## config.mk

```make
export PLATFORM = sky130hd
export DESIGN_NAME = moore_ssm_seq_ctrl
export DESIGN_NICKNAME = d
export VERILOG_FILES = /design/src/rtl/moore_ssm_seq_ctrl.sv
export SDC_FILE = /design/constraint.sdc
export NUM_CORES = 1
export LEC_CHECK = 0
export CAP_MARGIN = 10
export CORE_AREA = 2 2 83 85
export CTS_CLUSTER_DIAMETER = 150
export DETAILED_ROUTE_END_ITERATION = 7
export DIE_AREA = 0 0 85 87
export MAX_ROUTING_LAYER = met4
export SLEW_MARGIN = 20
export SYNTH_ARGS = -nofsm -noshare
export SYNTH_HDL_FRONTEND = slang
export SYNTH_SLANG_ARGS = --single-unit
```

## constraint.sdc

```tcl
create_clock -name clk -period 2 [get_ports clk]
set_input_delay 0.3 -clock clk [delete_from_list [all_inputs] [get_ports clk]]
set_output_delay 0.3 -clock clk [all_outputs]
set_load 0.02 [all_outputs]
```

## src/rtl/moore_ssm_seq_ctrl.sv

```systemverilog
// Round-robin sequencer for the shared moore_ssm detector: grant, clear, shift pattern LSB-first, count z1 hits.
// Optional SSM_ABORT_EN adds abort_i/aborted_o to cut a run short from CLR, RUN or DRAIN.
//   state   | meaning
//   IDLE    | arbitrate requests, latch winner's pattern/length
//   CLR     | hold detector in reset, clear hit counter
//   RUN     | shift one pattern bit per cycle into ssm_x1
//   DRAIN   | one extra z1 sample, capture ssm_y
//   DONE    | done pulse with hit count and final y
module moore_ssm_seq_ctrl #(
  parameter int PAT_W = 8,
  parameter int CNT_W = 4
) (
  input  logic             clk,
  input  logic             rst_n,
  input  logic [1:0]       req_i,
  input  logic [PAT_W-1:0] pat0_i,
  input  logic [3:0]       len0_i,
  input  logic [PAT_W-1:0] pat1_i,
  input  logic [3:0]       len1_i,
  output logic [1:0]       gnt_o,
  output logic             busy_o,
  output logic             ssm_rst_n_o,
  output logic             ssm_x1_o,
  input  logic             ssm_z1_i,
  input  logic [2:0]       ssm_y_i,
  output logic             done_o,
  output logic             done_id_o,
  output logic [CNT_W-1:0] hits_o,
  output logic [2:0]       last_y_o
`ifdef SSM_ABORT_EN
  ,
  input  logic             abort_i,
  output logic             aborted_o
`endif
);

  typedef enum logic [2:0] {S_IDLE, S_CLR, S_RUN, S_DRAIN, S_DONE} state_t;

  state_t           state_q;
  logic             rr_q;
  logic             id_q;
  logic [PAT_W-1:0] pat_q;
  logic [3:0]       rem_q;
  logic [CNT_W-1:0] hit_q;
  logic [CNT_W-1:0] hit_d;
  logic             busy_q, ssm_rst_n_q, x1_q, done_q, done_id_q;
  logic [CNT_W-1:0] hits_q;
  logic [2:0]       last_y_q;
  logic             win_id;
  logic [3:0]       len_sel, len_clamp;
  logic             abort_w;

`ifdef SSM_ABORT_EN
  logic aborted_q;
  assign abort_w   = abort_i;
  assign aborted_o = aborted_q;
`else
  assign abort_w = 1'b0;
`endif

  assign busy_o      = busy_q;
  assign ssm_rst_n_o = ssm_rst_n_q;
  assign ssm_x1_o    = x1_q;
  assign done_o      = done_q;
  assign done_id_o   = done_id_q;
  assign hits_o      = hits_q;
  assign last_y_o    = last_y_q;

  always_comb begin
    win_id = 1'b0;
    case (req_i)
      2'b10:   win_id = 1'b1;
      2'b11:   win_id = rr_q;
      default: win_id = 1'b0;
    endcase
    gnt_o = 2'b00;
    if (state_q == S_IDLE && req_i != 2'b00) gnt_o = win_id ? 2'b10 : 2'b01;
    len_sel   = win_id ? len1_i : len0_i;
    len_clamp = (int'(len_sel) > PAT_W) ? 4'(PAT_W) : len_sel;
    hit_d = hit_q;
    if ((state_q == S_RUN || state_q == S_DRAIN) && ssm_z1_i && hit_q != '1)
      hit_d = hit_q + 1'b1;
  end

  always_ff @(posedge clk or negedge rst_n) begin
    if (!rst_n) begin
      state_q     <= S_IDLE;
      rr_q        <= 1'b0;
      id_q        <= 1'b0;
      pat_q       <= '0;
      rem_q       <= '0;
      hit_q       <= '0;
      busy_q      <= 1'b0;
      ssm_rst_n_q <= 1'b1;
      x1_q        <= 1'b0;
      done_q      <= 1'b0;
      done_id_q   <= 1'b0;
      hits_q      <= '0;
      last_y_q    <= 3'b001;
`ifdef SSM_ABORT_EN
      aborted_q   <= 1'b0;
`endif
    end else begin
      done_q <= 1'b0;
      if (abort_w && (state_q == S_CLR || state_q == S_RUN || state_q == S_DRAIN)) begin
        // Counter is being cleared in CLR, so an abort there reports zero hits.
        state_q     <= S_DONE;
        ssm_rst_n_q <= 1'b1;
        x1_q        <= 1'b0;
        done_q      <= 1'b1;
        done_id_q   <= id_q;
        hits_q      <= (state_q == S_CLR) ? '0 : hit_d;
        last_y_q    <= ssm_y_i;
`ifdef SSM_ABORT_EN
        aborted_q   <= 1'b1;
`endif
      end else begin
        case (state_q)
          S_IDLE: if (req_i != 2'b00) begin
            state_q     <= S_CLR;
            busy_q      <= 1'b1;
            ssm_rst_n_q <= 1'b0;
            pat_q       <= win_id ? pat1_i : pat0_i;
            rem_q       <= len_clamp;
            id_q        <= win_id;
            if (req_i == 2'b11) rr_q <= ~win_id;
          end
          S_CLR: begin
            hit_q       <= '0;
            ssm_rst_n_q <= 1'b1;
            if (rem_q == 4'd0) begin
              state_q <= S_DRAIN;
            end else begin
              state_q <= S_RUN;
              x1_q    <= pat_q[0];
              pat_q   <= pat_q >> 1;
            end
          end
          S_RUN: begin
            hit_q <= hit_d;
            if (rem_q == 4'd1) begin
              state_q <= S_DRAIN;
              x1_q    <= 1'b0;
            end else begin
              rem_q <= rem_q - 4'd1;
              x1_q  <= pat_q[0];
              pat_q <= pat_q >> 1;
            end
          end
          S_DRAIN: begin
            state_q   <= S_DONE;
            hit_q     <= hit_d;
            hits_q    <= hit_d;
            last_y_q  <= ssm_y_i;
            done_q    <= 1'b1;
            done_id_q <= id_q;
`ifdef SSM_ABORT_EN
            aborted_q <= 1'b0;
`endif
          end
          S_DONE: begin
            state_q <= S_IDLE;
            busy_q  <= 1'b0;
          end
          default: state_q <= S_IDLE;
        endcase
      end
    end
  end

endmodule

```

Word level (Yosys, flattened, before mapping)
Index checks and enable logic that the tools add are counted.

word-level totals
  flip-flop bits (word level) = 33
  input port bits = 32
  output and inout bits = 14
  word-level logic and storage cells = 78

operators by class
  $add $sub $neg = 2
  magnitude comparators = 1
  equality and inequality tests = 12
  mux-type cells = 27
  bitwise gates (word level) = 1
  reductions and logical operators = 22

operators with widths
  kind                 number
  $mux 8               4
  $pmux 8 s3           1
  $mux 4               5
  $pmux 4 s2           2
  $pmux 3 s4           1
  $reduce_bool 2->1    6
  $reduce_and 2->1     5
  $pmux 1 s2           4
  $eq 3x2->1 const B   2
  $mux 1               6
  $mux 3               2
  $reduce_and 3->1     2
  $add 4x1->4 const B  1
  $eq 2x2->1 const B   2
  $eq 4x1->1 const B   1
  $gt 4x4->1 const B   1
  $logic_not 4->1      1
  $mux 2               2
  $ne 2x1->1 const B   2
  $ne 2x2->1 const B   2
  $ne 4x4->1 const B   1
  $reduce_and 4->1     1
  $sub 4x1->4 const B  1
  $eq 3x1->1 const B   1
  other kinds (7)      9

Longest topological paths before layout
Gate-level depths: netlist of run 1.

  depth in word-level cells = 7
  mapped depth = 7
  gate-level depth less buffers = 6

Least setup slack after synthesis of run 1
OpenSTA, ideal clock, no wires.

  path type = register to register
  start = register rem_q[0]
  end = register pat_q[0]
  library setup time = 0.092 ns
  arrival = 1.696 ns
  data required time = 1.908 ns
  slack = 0.213 ns
  cell stages (with the launch flop) = 8
  path buffers = 1
  clock period less this slack = 1.787 ns
  cell sequence = dfrtp_1 > inv_1 > ha_1 > or3b_4 > o2bb2ai_4 > or3_1 > buf_6 > o31ai_2

between the ends
  word-level cells in the longest chain between the ends = 3
  elaborated cells between the ends (all ways) = 5
  those cells by class = eq/ne: 3; reduce/logical: 2

RTL lines
  what                                           line      text
  start, declared                                43        logic [3:0] rem_q;
  start signal, assigned                         124       rem_q <= len_clamp;
  start signal, assigned                         145       rem_q <= rem_q - 4'd1;
  $eq 4x1->1 or $logic_not 4->1 (tied branches)  141, 131
  $ne 2x2->1 (no source line)                    -
  $reduce_and 4->1 (no source line) (*)          -
  end signal, assigned                           123       pat_q <= win_id ? pat1_i : pat0_i;
  end signal, assigned                           136       pat_q <= pat_q >> 1;
  end signal, assigned                           147       pat_q <= pat_q >> 1;
  end, declared                                  42        logic [PAT_W-1:0] pat_q;

Mark *: on every way between the ends. The rest lies on a longest branch, timed or not.
A chain may end at the register's enable or synchronous reset.

Worst setup path in the final report of run 1
  start = input port req_i[1]
  end = output port gnt_o[0]

between the ends
  word-level cells in the longest chain between the ends = 4
  elaborated cells between the ends (all ways) = 7
  those cells by class = eq/ne: 2; mux: 3; reduce/logical: 2

RTL lines
  what             line  text
  start, declared  15    input logic [1:0] req_i,
  $eq 2x2->1       71    case (req_i)
  $pmux 1 s2       71
  $mux 2           77    if (state_q == S_IDLE && req_i != 2'b00) gnt_o = win_id ? 2'b10 : 2'b01;
  $mux 2 (*)       77
  end, declared    20    output logic [1:0] gnt_o,

Marked as above.

==> results of run 1 <==
[cell families (layout without fill, tap and decap cells)]
kind of cell	Yosys count	in the layout	synth area share
compound gates	59	59	0.2562
buf+inv	20	84	0.04849
simple gates	52	52	0.1560
fa+ha+maj	4	4	0.02621
mux	12	12	0.07012
flops	33	33	0.4338
xor+xnor	2	2	0.009176
[flip-flops by register name, summed over array words and instances (netlist names), 3 cells and up]
| register | flops |
|---|---|
| state_q | 3 |
| pat_q | 8 |
| last_y_o | 3 |
| hit_q | 4 |
| rem_q | 4 |
| hits_o | 4 |
[how the worst min path moves through the flow]
stage | from | endpoint | slack (ns) | cells past startpoint
6_report | rst_n | busy_o | 0.42 | 2
5_1_grt | rst_n | hits_o[3] | 0.46 | 2
4_1_cts | rst_n | hits_o[3] | 0.44 | 2
3_5_place_dp | rr_q | rr_q | 0.46 | 1
3_3_place_gp | rr_q | rr_q | 0.46 | 1
2_1_floorplan | rst_n | busy_o | 0.004 | 0
[layout make-up]
type                    count  area (um2)  area share
flip-flops and latches     33       829.5      0.3123
repair buffers             65       610.6      0.2299
clock buffers               5       68.82     0.02591
well taps                  80       100.1     0.03768
clock inverters             3       17.52    0.006594
multi-input cells         129       988.4      0.3721
inverters                  11       41.29     0.01554
[through the flow]
stage / worst slack [ns] / TNS, ns
6_report: 0.09637 / 0
5_1_grt: 0.02301 / 0
4_1_cts: 0.07183 / 0
3_5_place_dp: -0.1504 / -1.154
3_3_place_gp: -0.1270 / -0.8321
2_1_floorplan: 0.2126 / 0
[cells in the final DEF, fill, tap and decap left out, types with 7 or more instances in the layout]
| master | n |
|---|---|
| o31ai_1 | 9 |
| buf_4 | 19 |
| a21oi_1 | 7 |
| mux2_2 | 11 |
| clkdlybuf4s50_1 | 43 |
| inv_1 | 9 |
| dfrtp_1 | 30 |
| and3_1 | 10 |
| a211oi_1 | 9 |
| o31ai_2 | 8 |
| nor2_1 | 13 |
[routing by layer]
metal	vias to the layer above	wire length, um	GRT usage
met5	-	0	-
met4	0	18	0.03030
met3	3	202	0.03223
met2	40	2048	0.1996
met1	778	2179	0.1639
li1	818	-	-
[where the power goes]
| part | switching, uW | total (uW) | internal [uW] |
|---|---|---|---|
| registers | 196 | 1180 | 981 |
| clock network | 249 | 488 | 240 |
| logic | 1210 | 2390 | 1180 |
==> qor.yml, run 1 <==
worst_setup_path:
  endpoint_kind: "output port"
  critPathArrivalTime_ns: 1.60
  worst_setup_path_startpoint: "req_i[1]"
  timing.reg2reg.setup_slack_ns: 0.11
  rr_endpoint: "pat_q[3]"
  crit_path_cell_trace: "clkdlybuf4s50_1, or2_2, nand2_1, nor2_1, dlygate4sd2_1"
  crit_fanout: 7
  critical_path.endpoint: "gnt_o[0]"
  timing.critical_path.depth: 5
  cp_data_required_time_ns: 1.70
  critPathKind: "primary input to output port"
  worstReg2RegStart: "rem_q[0]"
  crit_buf_inv: 2
  critical_path.top_delay_family: "buffers and inverters"
  critical-path-slowest-cell: "clkdlybuf4s50_1"
  worst-r2r-cell-count: 7
  critPathLaunchType: "primary input"
  critPathMaxStageDelay_ns: 0.51
global_routing:
  first_pass_grt_wire_length_um: 7320
  antenna_violations_before_repair: 0
  grt_ovf: 0
  grt_start_max_net_pins: 34
  grt_util_all_layers: 0.1265
  vias_in_the_first_global_route: 1568
clock_network:
  htree_num_levels: 2
  tritoncts_clock_tree: "done"
  clk_transition_reported_paths_ns: 0.07
  worstSkewPairLatency_ns: 0.28
  setup_fix_bufs_post_cts: 0
  clk_root_buffer_cell: "clkbuf_8"
  holdBufCountCts: 0
  cts_buffers: 5
  clock-sinks: 33
  cts_max_path_buffers: 2
  cts-resized-gates: 2
worst_hold_path:
  worst_hold_class: "primary input to async pin"
synth:
  post-synth-top-area-cell: "dfrtp_1"
  yosysTopAreaCellShare: 0.4063
  synth_nets: 218
  syn-cell-area_mm2: 0.001909
  syn_inst: 182
  ys_dominant_reg_cell: "dfrtp_1"
  synth_enable_flop_cells: 0
  syn_avg_cell_area_um2: 10.49
  yosys_register_bits: 33
  post_synth_num_cell_types: 47
  synth_sequential_area_ratio: 0.4338
  yosys-top-cells-count: "31 x dfrtp_1, 13 x nor2_1, 11 x mux2_2, 10 x and3_1"
  synth_most_common_cell: "dfrtp_1"
  yosys-top-cells-area: "dfrtp_1 41%, mux2_2 6.5%, o31ai_2 5.2%"
  postSynth.asyncResetShare: 1.000
  ys_warn_count: 0
layout:
  postLayoutCellArea_mm2: 0.002656
  design.final.nets: 281
  layout.cells.non_filler: 326
  filler_cells_inserted: 673
  antennaDiodeCount: 0
  final_layout_size_suffix_gt1_frac: 0.2358
  syn2layout_area_growth_pct: 39.12
  fin_util: 0.4044
floorplanning:
  die_w_um: 85
  num_io_pins: 46
  rows: 30
  die_area_mm2: 0.007395
  initial_core_util: 0.2907
  core_region_area_mm2: 0.006569
  vertical_die_dimension_um: 87
job:
  max_cap_viol_count: 0
placement:
  hpwl_um: 3322
  gp_congestion: 0.7467
  placed_cell_area_mm2: 0.002571
  place_inst: 318
  buffer_ports.inserted: 45
route:
  drt-pass1-iter-count: 4
  vias_post_dr: 1639
  number_of_vias_per_cell: 5.028
  wl_um: 4449
  drcViolationCount: 0
  postRouteAntennaNets: 0
  wl_per_cell_um: 13.65
  drtIter0Drc: 71
timing:
  timing_worst_slew_pin_value_ns: 0.4295
  timing.final.crit_period_ns: 1.904
  timing_max_transition_violations_final: 0
  rsz0062_at_grt: "no"
  fin_crit_sh: 0.9518
  final_setup_violation_count: 0
  final-hold-violation-count: 0
  worst_slew_margin_rel: 0.7137
  achievable_clock_frequency_mhz: 525.3
  clock_skew_ns: 0.004522
  whs_ns: 0.4201
pwr:
  finalPower_uw: 4051
  vdd.ir_drop.worst_mv: 0.6072
  pwr_density_cell_mw_per_mm2: 1525
  p_leak_uw: 0.001166
outcome:
  result_of_the_run: "completed"
Note: power is estimated with default switching activity, not from simulation.
==> inputs of run 2 (changes only) <==
--- a/config.mk
+++ b/config.mk
@@ -10,6 +10,7 @@
 export CTS_CLUSTER_DIAMETER = 150
 export DETAILED_ROUTE_END_ITERATION = 7
 export DIE_AREA = 0 0 85 87
+export GPL_TIMING_DRIVEN = 0
 export MAX_ROUTING_LAYER = met4
 export SLEW_MARGIN = 20
 export SYNTH_ARGS = -nofsm -noshare
==> run 2 against run 1 <==
Effect of this change:
- core utilization did not move
- wire length increased by 3.8%
- first-iteration DRC count down 27%
- combinational power decreased by 3%
- via count rose by 0.79%
- die area unchanged
- critical path depth rose by 2
- sequential share of layout area unchanged
- clock skew grew 0.0011 ns
- setup slack improved by 0.015 ns
- sequential power about the same
- critical path type is now flip-flop to flip-flop
- critical endpoint is now pat_q[2]
- largest power group unchanged
- highest routed layer unchanged
==> qor.yml, run 2 (same netlist as run 1, synthesis figures left out) <==
outcome:
  result_of_the_run: "completed"  # unchanged
timing:
  clock_skew_ns: 0.005641  # was 0.004522 ns
  rsz0062_at_grt: "yes"  # was no
  worst_slew_margin_rel: 0.6294  # was 0.7137
  fin_tns_setup_ns: 0  # unchanged
  whs_ns: 0.4402  # was 0.4201 ns
  fin_crit_sh: 0.9442  # was 0.9518
  achievable_clock_frequency_mhz: 529.5  # was 525.3 MHz
  timing_max_transition_violations_final: 0  # unchanged
  timing_worst_slew_pin_value_ns: 0.5535  # was 0.4295 ns
  timing.final.crit_period_ns: 1.888  # was 1.904 ns
  final_setup_violation_count: 0  # unchanged
  final-hold-violation-count: 0  # unchanged
placement:
  gp_congestion: 0.8022  # was 0.7467
  hpwl_um: 3343  # was 3322 um
  placed_cell_area_mm2: 0.002472  # was 0.002571 mm2
  buffer_ports.inserted: 44  # was 45
floorplanning:
  vertical_die_dimension_um: 87  # unchanged
  num_io_pins: 46  # unchanged
  core_region_area_mm2: 0.006569  # unchanged
  die_w_um: 85  # unchanged
  initial_core_util: 0.2907  # unchanged
  rows: 30  # unchanged
  die_area_mm2: 0.007395  # unchanged
clock_network:
  tritoncts_clock_tree: "done"  # unchanged
  cts_max_path_buffers: 2  # unchanged
  worstSkewPairLatency_ns: 0.28  # about the same
  clk_transition_reported_paths_ns: 0.07  # about the same
  clk_root_buffer_cell: "clkbuf_8"  # unchanged
  clock-sinks: 33  # unchanged
  htree_num_levels: 2  # unchanged
  cts_buffers: 5  # unchanged
worst_setup_path:
  critPathMaxStageDelay_ns: 0.40  # was 0.51 ns
  critPathKind: "flip-flop to flip-flop"  # was primary input to output port
  cp_data_required_time_ns: 2.20  # was 1.70 ns
  critPathLaunchType: "flip-flop"  # was primary input
  crit_path_cell_trace: "inv_1, ha_1, or3b_4, o2bb2ai_4, or3_1, buf_6, o31ai_2"  # was clkdlybuf4s50_1, or2_2, nand2_1, nor2_1, dlygate4sd2_1
  worstReg2RegStart: "rem_q[0]"  # unchanged
  timing.reg2reg.setup_slack_ns: 0.11  # about the same
  worst-r2r-cell-count: 7  # unchanged
  crit_buf_inv: 2  # unchanged
  critPathArrivalTime_ns: 2.08  # was 1.60 ns
  crit_fanout: 9  # was 7
  endpoint_kind: "flip-flop"  # was output port
  rr_endpoint: "pat_q[2]"  # was pat_q[3]
  critical_path.top_delay_family: "simple AND/OR/NAND/NOR gates"  # was buffers and inverters
  critical-path-slowest-cell: "dfrtp_2"  # was clkdlybuf4s50_1
layout:
  top_register: "pat_q"  # unchanged
  final_layout_size_suffix_gt1_frac: 0.2385  # was 0.2358
  design.final.nets: 274  # was 281
  syn2layout_area_growth_pct: 39.12  # unchanged
  layout_common_cells: "40 x clkdlybuf4s50_1, 30 x dfrtp_1, 13 x nor2_1, 11 x mux2_2"  # was 43 x clkdlybuf4s50_1, 30 x dfrtp_1, 19 x buf_4, 13 x nor2_1, 11 x mux2_2
  fin_util: 0.4044  # unchanged
  largest_register_ff_count: 8  # unchanged
  mostFrequentLayoutCell: "clkdlybuf4s50_1"  # unchanged
  postLayoutCellArea_mm2: 0.002656  # unchanged
  antennaDiodeCount: 0  # unchanged
route:
  drt-pass1-iter-count: 4  # unchanged
  drtIter0Drc: 52  # was 71
  vias_post_dr: 1652  # was 1,639
  postRouteAntennaNets: 0  # unchanged
  drcViolationCount: 0  # unchanged
  number_of_vias_per_cell: 5.179  # was 5.028
  wl_per_cell_um: 14.47  # was 13.65 um
  wl_um: 4616  # was 4449 um
job:
  max_cap_viol_count: 0  # unchanged
global_routing:
  grt_util_all_layers: 0.1335  # was 0.1265
  first_pass_grt_wire_length_um: 7624  # was 7320 um
  grt_start_max_net_pins: 24  # was 34
  grt_ovf: 0  # unchanged
  antenna_violations_before_repair: 0  # unchanged
  vias_in_the_first_global_route: 1591  # was 1,568
worst_hold_path:
  worst_hold_class: "primary input to async pin"  # unchanged
pwr:
  p_leak_uw: 0.001147  # was 0.001166 uW
  finalPower_uw: 4114  # was 4051 uW
  pwr_density_cell_mw_per_mm2: 1549  # was 1525 mW/mm2
  vdd.ir_drop.worst_mv: 0.6390  # was 0.6072 mV
[run 2: how the worst max path moves through the flow]
stage / end / slack [ns] / start / depth (start not counted)
final: pat_q[2] / 0.11 / rem_q[0] / 7
after CTS: gnt_o[0] / 0.02 / state_q[1] / 6
after detailed placement: gnt_o[1] / -0.64 / req_i[0] / 5
after global placement: gnt_o[1] / -0.64 / req_i[0] / 5
after floorplan: pat_q[0] / 0.21 / rem_q[0] / 7
after global routing: gnt_o[0] / -0.02 / state_q[1] / 6
[run 2: cell type report]
| type | instances | area [um2] |
|---|---|---|
| buffer | 9 | 57.56 |
| multi-input combinational | 129 | 1021 |
| sequential | 33 | 829.5 |
| inverter | 11 | 45.04 |
| tap | 80 | 100.1 |
| timing repair buffer | 49 | 486.7 |
| fill | 649 | 3913 |
| clock buffer | 7 | 86.33 |
| clock inverter | 1 | 30.03 |
[run 2: per-layer routing]
layer	vias up	share of wire	track usage	wire length [um]
met2	36	0.49	0.2180	2280
met5	-	0	-	0
li1	803	-	-	-
met4	0	0.0082	0.04329	38
met3	4	0.034	0.03128	155
met1	809	0.46	0.1640	2142
[run 2: timing repair]
| item | CTS | global route |
|---|---|---|
| hold endpoints to repair | 9 | 0 |
| hold buffers | 1 | 0 |
| pin swaps | 1 | 1 |
| buffers inserted | 0 | 3 |
| setup endpoints to repair | 10 | 13 |
| gates cloned | 0 | 0 |
| resized for setup | 13 | 11 |
[run 2: worst reg2reg max path: stages (launching register included)]
cell and delay, ns:
dfrtp_2 0.40, inv_1 0.07, ha_1 0.19, or3b_4 0.26, o2bb2ai_4 0.12, or3_1 0.38
buf_6 0.16, o31ai_2 0.24
[run 2: per-stage QoR]
| step | worst slack, ns | cells |
|---|---|---|
| 2_1_floorplan | 0.2126 | 182 |
| 3_3_place_gp | -0.6396 | 306 |
| 3_5_place_dp | -0.6384 | 307 |
| 4_1_cts | 0.02083 | 316 |
| 5_1_grt | -0.01667 | 319 |
| 6_report | 0.1115 | 319 |
[run 2: where the power goes]
| part | leakage [uW] | internal, uW | total (uW) | switching, uW |
|---|---|---|---|---|
| Clock | 0.0000585 | 406 | 646 | 240 |
| Combinational | 0.000681 | 1060 | 2310 | 1250 |
| Sequential | 0.000408 | 981 | 1160 | 179 |
==> inputs of run 3 (changes only) <==
--- a/config.mk
+++ b/config.mk
@@ -6,12 +6,13 @@
 export NUM_CORES = 1
 export LEC_CHECK = 0
 export CAP_MARGIN = 10
-export CORE_AREA = 2 2 83 85
+export CORE_AREA = 2 2 69 71
 export CTS_CLUSTER_DIAMETER = 150
 export DETAILED_ROUTE_END_ITERATION = 7
-export DIE_AREA = 0 0 85 87
+export DIE_AREA = 0 0 71 73
 export GPL_TIMING_DRIVEN = 0
 export MAX_ROUTING_LAYER = met4
+export PLACE_DENSITY = 0.71
 export SLEW_MARGIN = 20
 export SYNTH_ARGS = -nofsm -noshare
 export SYNTH_HDL_FRONTEND = slang
==> run 3 against run 2 <==
Effect of this change:
- design area down 1.4%
- fmax down 1.8%
- cell count down 9.1%
- non-clock buffer count down 3
- via count down 0.67%
- critical endpoint is now gnt_o[1]
- highest routed layer unchanged
==> qor.yml, run 3 (same netlist as run 1, synthesis figures left out) <==
layout:
  design.final.nets: 271  # was 274
  syn2layout_area_growth_pct: 37.22  # was 39.12%
  mostFrequentLayoutCell: "clkdlybuf4s50_1"  # unchanged
  layout.cells.non_filler: 290  # was 319
  fin_util: 0.5777  # was 0.4044
  final_layout_size_suffix_gt1_frac: 0.2331  # was 0.2385
  layout_common_cells: "40 x clkdlybuf4s50_1, 30 x dfrtp_1, 13 x nor2_1, 11 x mux2_2, 10 x and3_1"  # was 40 x clkdlybuf4s50_1, 30 x dfrtp_1, 13 x nor2_1, 11 x mux2_2
  antennaDiodeCount: 0  # unchanged
  top_register: "pat_q"  # unchanged
  largest_register_ff_count: 8  # unchanged
route:
  drt-pass1-iter-count: 4  # unchanged
  drcViolationCount: 0  # unchanged
  wl_per_cell_um: 14.90  # was 14.47 um
  number_of_vias_per_cell: 5.659  # was 5.179
  vias_post_dr: 1641  # was 1,652
  met2_length_um: 2084  # was 2280 um
  top_layer_used: "met4"  # unchanged
  drtIter0Drc: 109  # was 52
  wl_met1_um: 1987  # was 2142 um
  wl_um: 4320  # was 4616 um
  wl_met3_um: 173  # was 155 um
  postRouteAntennaNets: 0  # unchanged
global_routing:
  vias_in_the_first_global_route: 1706  # was 1,591
  grt_start_max_net_pins: 24  # unchanged
  antenna_violations_before_repair: 0  # unchanged
  first_pass_grt_wire_length_um: 7679  # was 7624 um
  grt_util_all_layers: 0.1907  # was 0.1335
  grt_ovf: 0  # unchanged
timing:
  rsz0062_at_grt: "no"  # was yes
  achievable_clock_frequency_mhz: 520.0  # was 529.5 MHz
  clock_skew_ns: 0.001705  # was 0.005641 ns
  worst_slack_setup_final_ns: 0.07683  # was 0.1115 ns
  fin_crit_sh: 0.9616  # was 0.9442
  timing.final.crit_period_ns: 1.923  # was 1.888 ns
  final_setup_violation_count: 0  # unchanged
  final-hold-violation-count: 0  # unchanged
  timing_max_transition_violations_final: 0  # unchanged
  whs_ns: 0.4349  # was 0.4402 ns
  worst_slew_margin_rel: 0.6511  # was 0.6294
  timing_worst_slew_pin_value_ns: 0.5210  # was 0.5535 ns
worst_setup_path:
  critPathKind: "flip-flop to output port"  # was flip-flop to flip-flop
  critPathLaunchType: "flip-flop"  # unchanged
  cp_data_required_time_ns: 1.70  # was 2.20 ns
  critical-path-slowest-cell: "dfrtp_1"  # was dfrtp_2
  critPathArrivalTime_ns: 1.62  # was 2.08 ns
  endpoint_kind: "output port"  # was flip-flop
  crit_path_cell_trace: "buf_6, clkbuf_4, nor3_4, and3_1, buf_2"  # was inv_1, ha_1, or3b_4, o2bb2ai_4, or3_1, buf_6, o31ai_2
  critPathMaxStageDelay_ns: 0.38  # was 0.40 ns
  crit_fanout: 10  # was 9
pwr:
  vdd.ir_drop.worst_mv: 0.7320  # was 0.6390 mV
  finalPower_uw: 4196  # was 4114 uW
  pwr_density_cell_mw_per_mm2: 1602  # was 1549 mW/mm2
  p_leak_uw: 0.001144  # was 0.001147 uW
clock_network:
  cts_buffers: 5  # unchanged
  clk_transition_reported_paths_ns: 0.07  # about the same
  tritoncts_clock_tree: "done"  # unchanged
  clk_root_buffer_cell: "clkbuf_8"  # unchanged
  cts_max_path_buffers: 2  # unchanged
  htree_num_levels: 2  # unchanged
  worstSkewPairLatency_ns: 0.28  # about the same
  setup_fix_bufs_post_cts: 0  # unchanged
  clock-sinks: 33  # unchanged
floorplanning:
  vertical_die_dimension_um: 73  # was 87 um
  die_w_um: 71  # was 85 um
  num_io_pins: 46  # unchanged
  core_region_area_mm2: 0.004536  # was 0.006569 mm2
  die_area_mm2: 0.005183  # was 0.007395 mm2
  initial_core_util: 0.4210  # was 0.2907
  rows: 25  # was 30
placement:
  place_inst: 281  # was 307
  buffer_ports.inserted: 44  # unchanged
  detailedPlace.worstSlack_ns: -0.5882  # was -0.6384 ns
  hpwl_um: 3207  # was 3343 um
  gp_congestion: 0.8227  # was 0.8022
outcome:
  result_of_the_run: "completed"  # unchanged
job:
  max_cap_viol_count: 0  # unchanged
worst_hold_path:
  worst_hold_class: "primary input to async pin"  # unchanged
-- run 3: cell types whose count changed in the layout (fill, tap and decap cells not counted), sizes merged --
cell	previous run	this run
buf	11	7
bufinv	1	2
clkbuf	12	11
clkinv	1	2
-- run 3: worst paths after layout --
kind,startpoint,endpoint,slack [ns],cells after the start
worst max register to register,rem_q[0],pat_q[4],0.09,7
max in group asynchronous,rst_n,last_y_o[0],1.08,3
worst min register to register,id_q,id_q,0.48,1
worst max-delay path,state_q[1],gnt_o[1],0.08,5
worst min-delay path,rst_n,hits_o[2],0.43,2
min in group clk,id_q,id_q,0.48,1
-- run 3: per-layer routing --
layer	up-vias	global-route usage
met4	0	0.06499
met3	7	0.03039
li1	796	-
met5	-	-
met2	44	0.3074
met1	794	0.2461
-- run 3: layout make-up --
type	count	area (um2)
Clock buffer	5	68.82
Clock inverter	3	65.06
Sequential cell	33	829.5
Fill cell	395	1916
Inverter	11	45.04
Timing Repair Buffer	46	461.7
Buffer	9	57.56
Tap cell	54	67.56
Multi-Input combinational cell	129	1025
-- run 3: what timing repair did --
action	4_1_cts	5_1_grt
resized for setup	16	8
endpoints found under the hold margin	10	0
hold buffers	1	0
setup endpoints to repair	10	10
-- run 3: power by group --
group	total (uW)	switching, uW	internal, uW
Combinational	2270	1230	1040
Clock	747	252	495
Sequential	1180	200	981
-- run 3: worst max-delay path: cells and delay by family (launching register included) --
kind / cells / cell delay [ns]
and+or+nand+nor: 2 / 0.45
buffers and inverters: 3 / 0.51
DFF: 1 / 0.38
-- run 3: per-stage QoR --
step | area (um2) | setup TNS, ns
global placement | 2417 | -5.784
finish | 2620 | 0
global route | 2620 | 0
CTS | 2597 | 0
floorplan | 1909 | 0
detailed placement | 2440 | -4.017
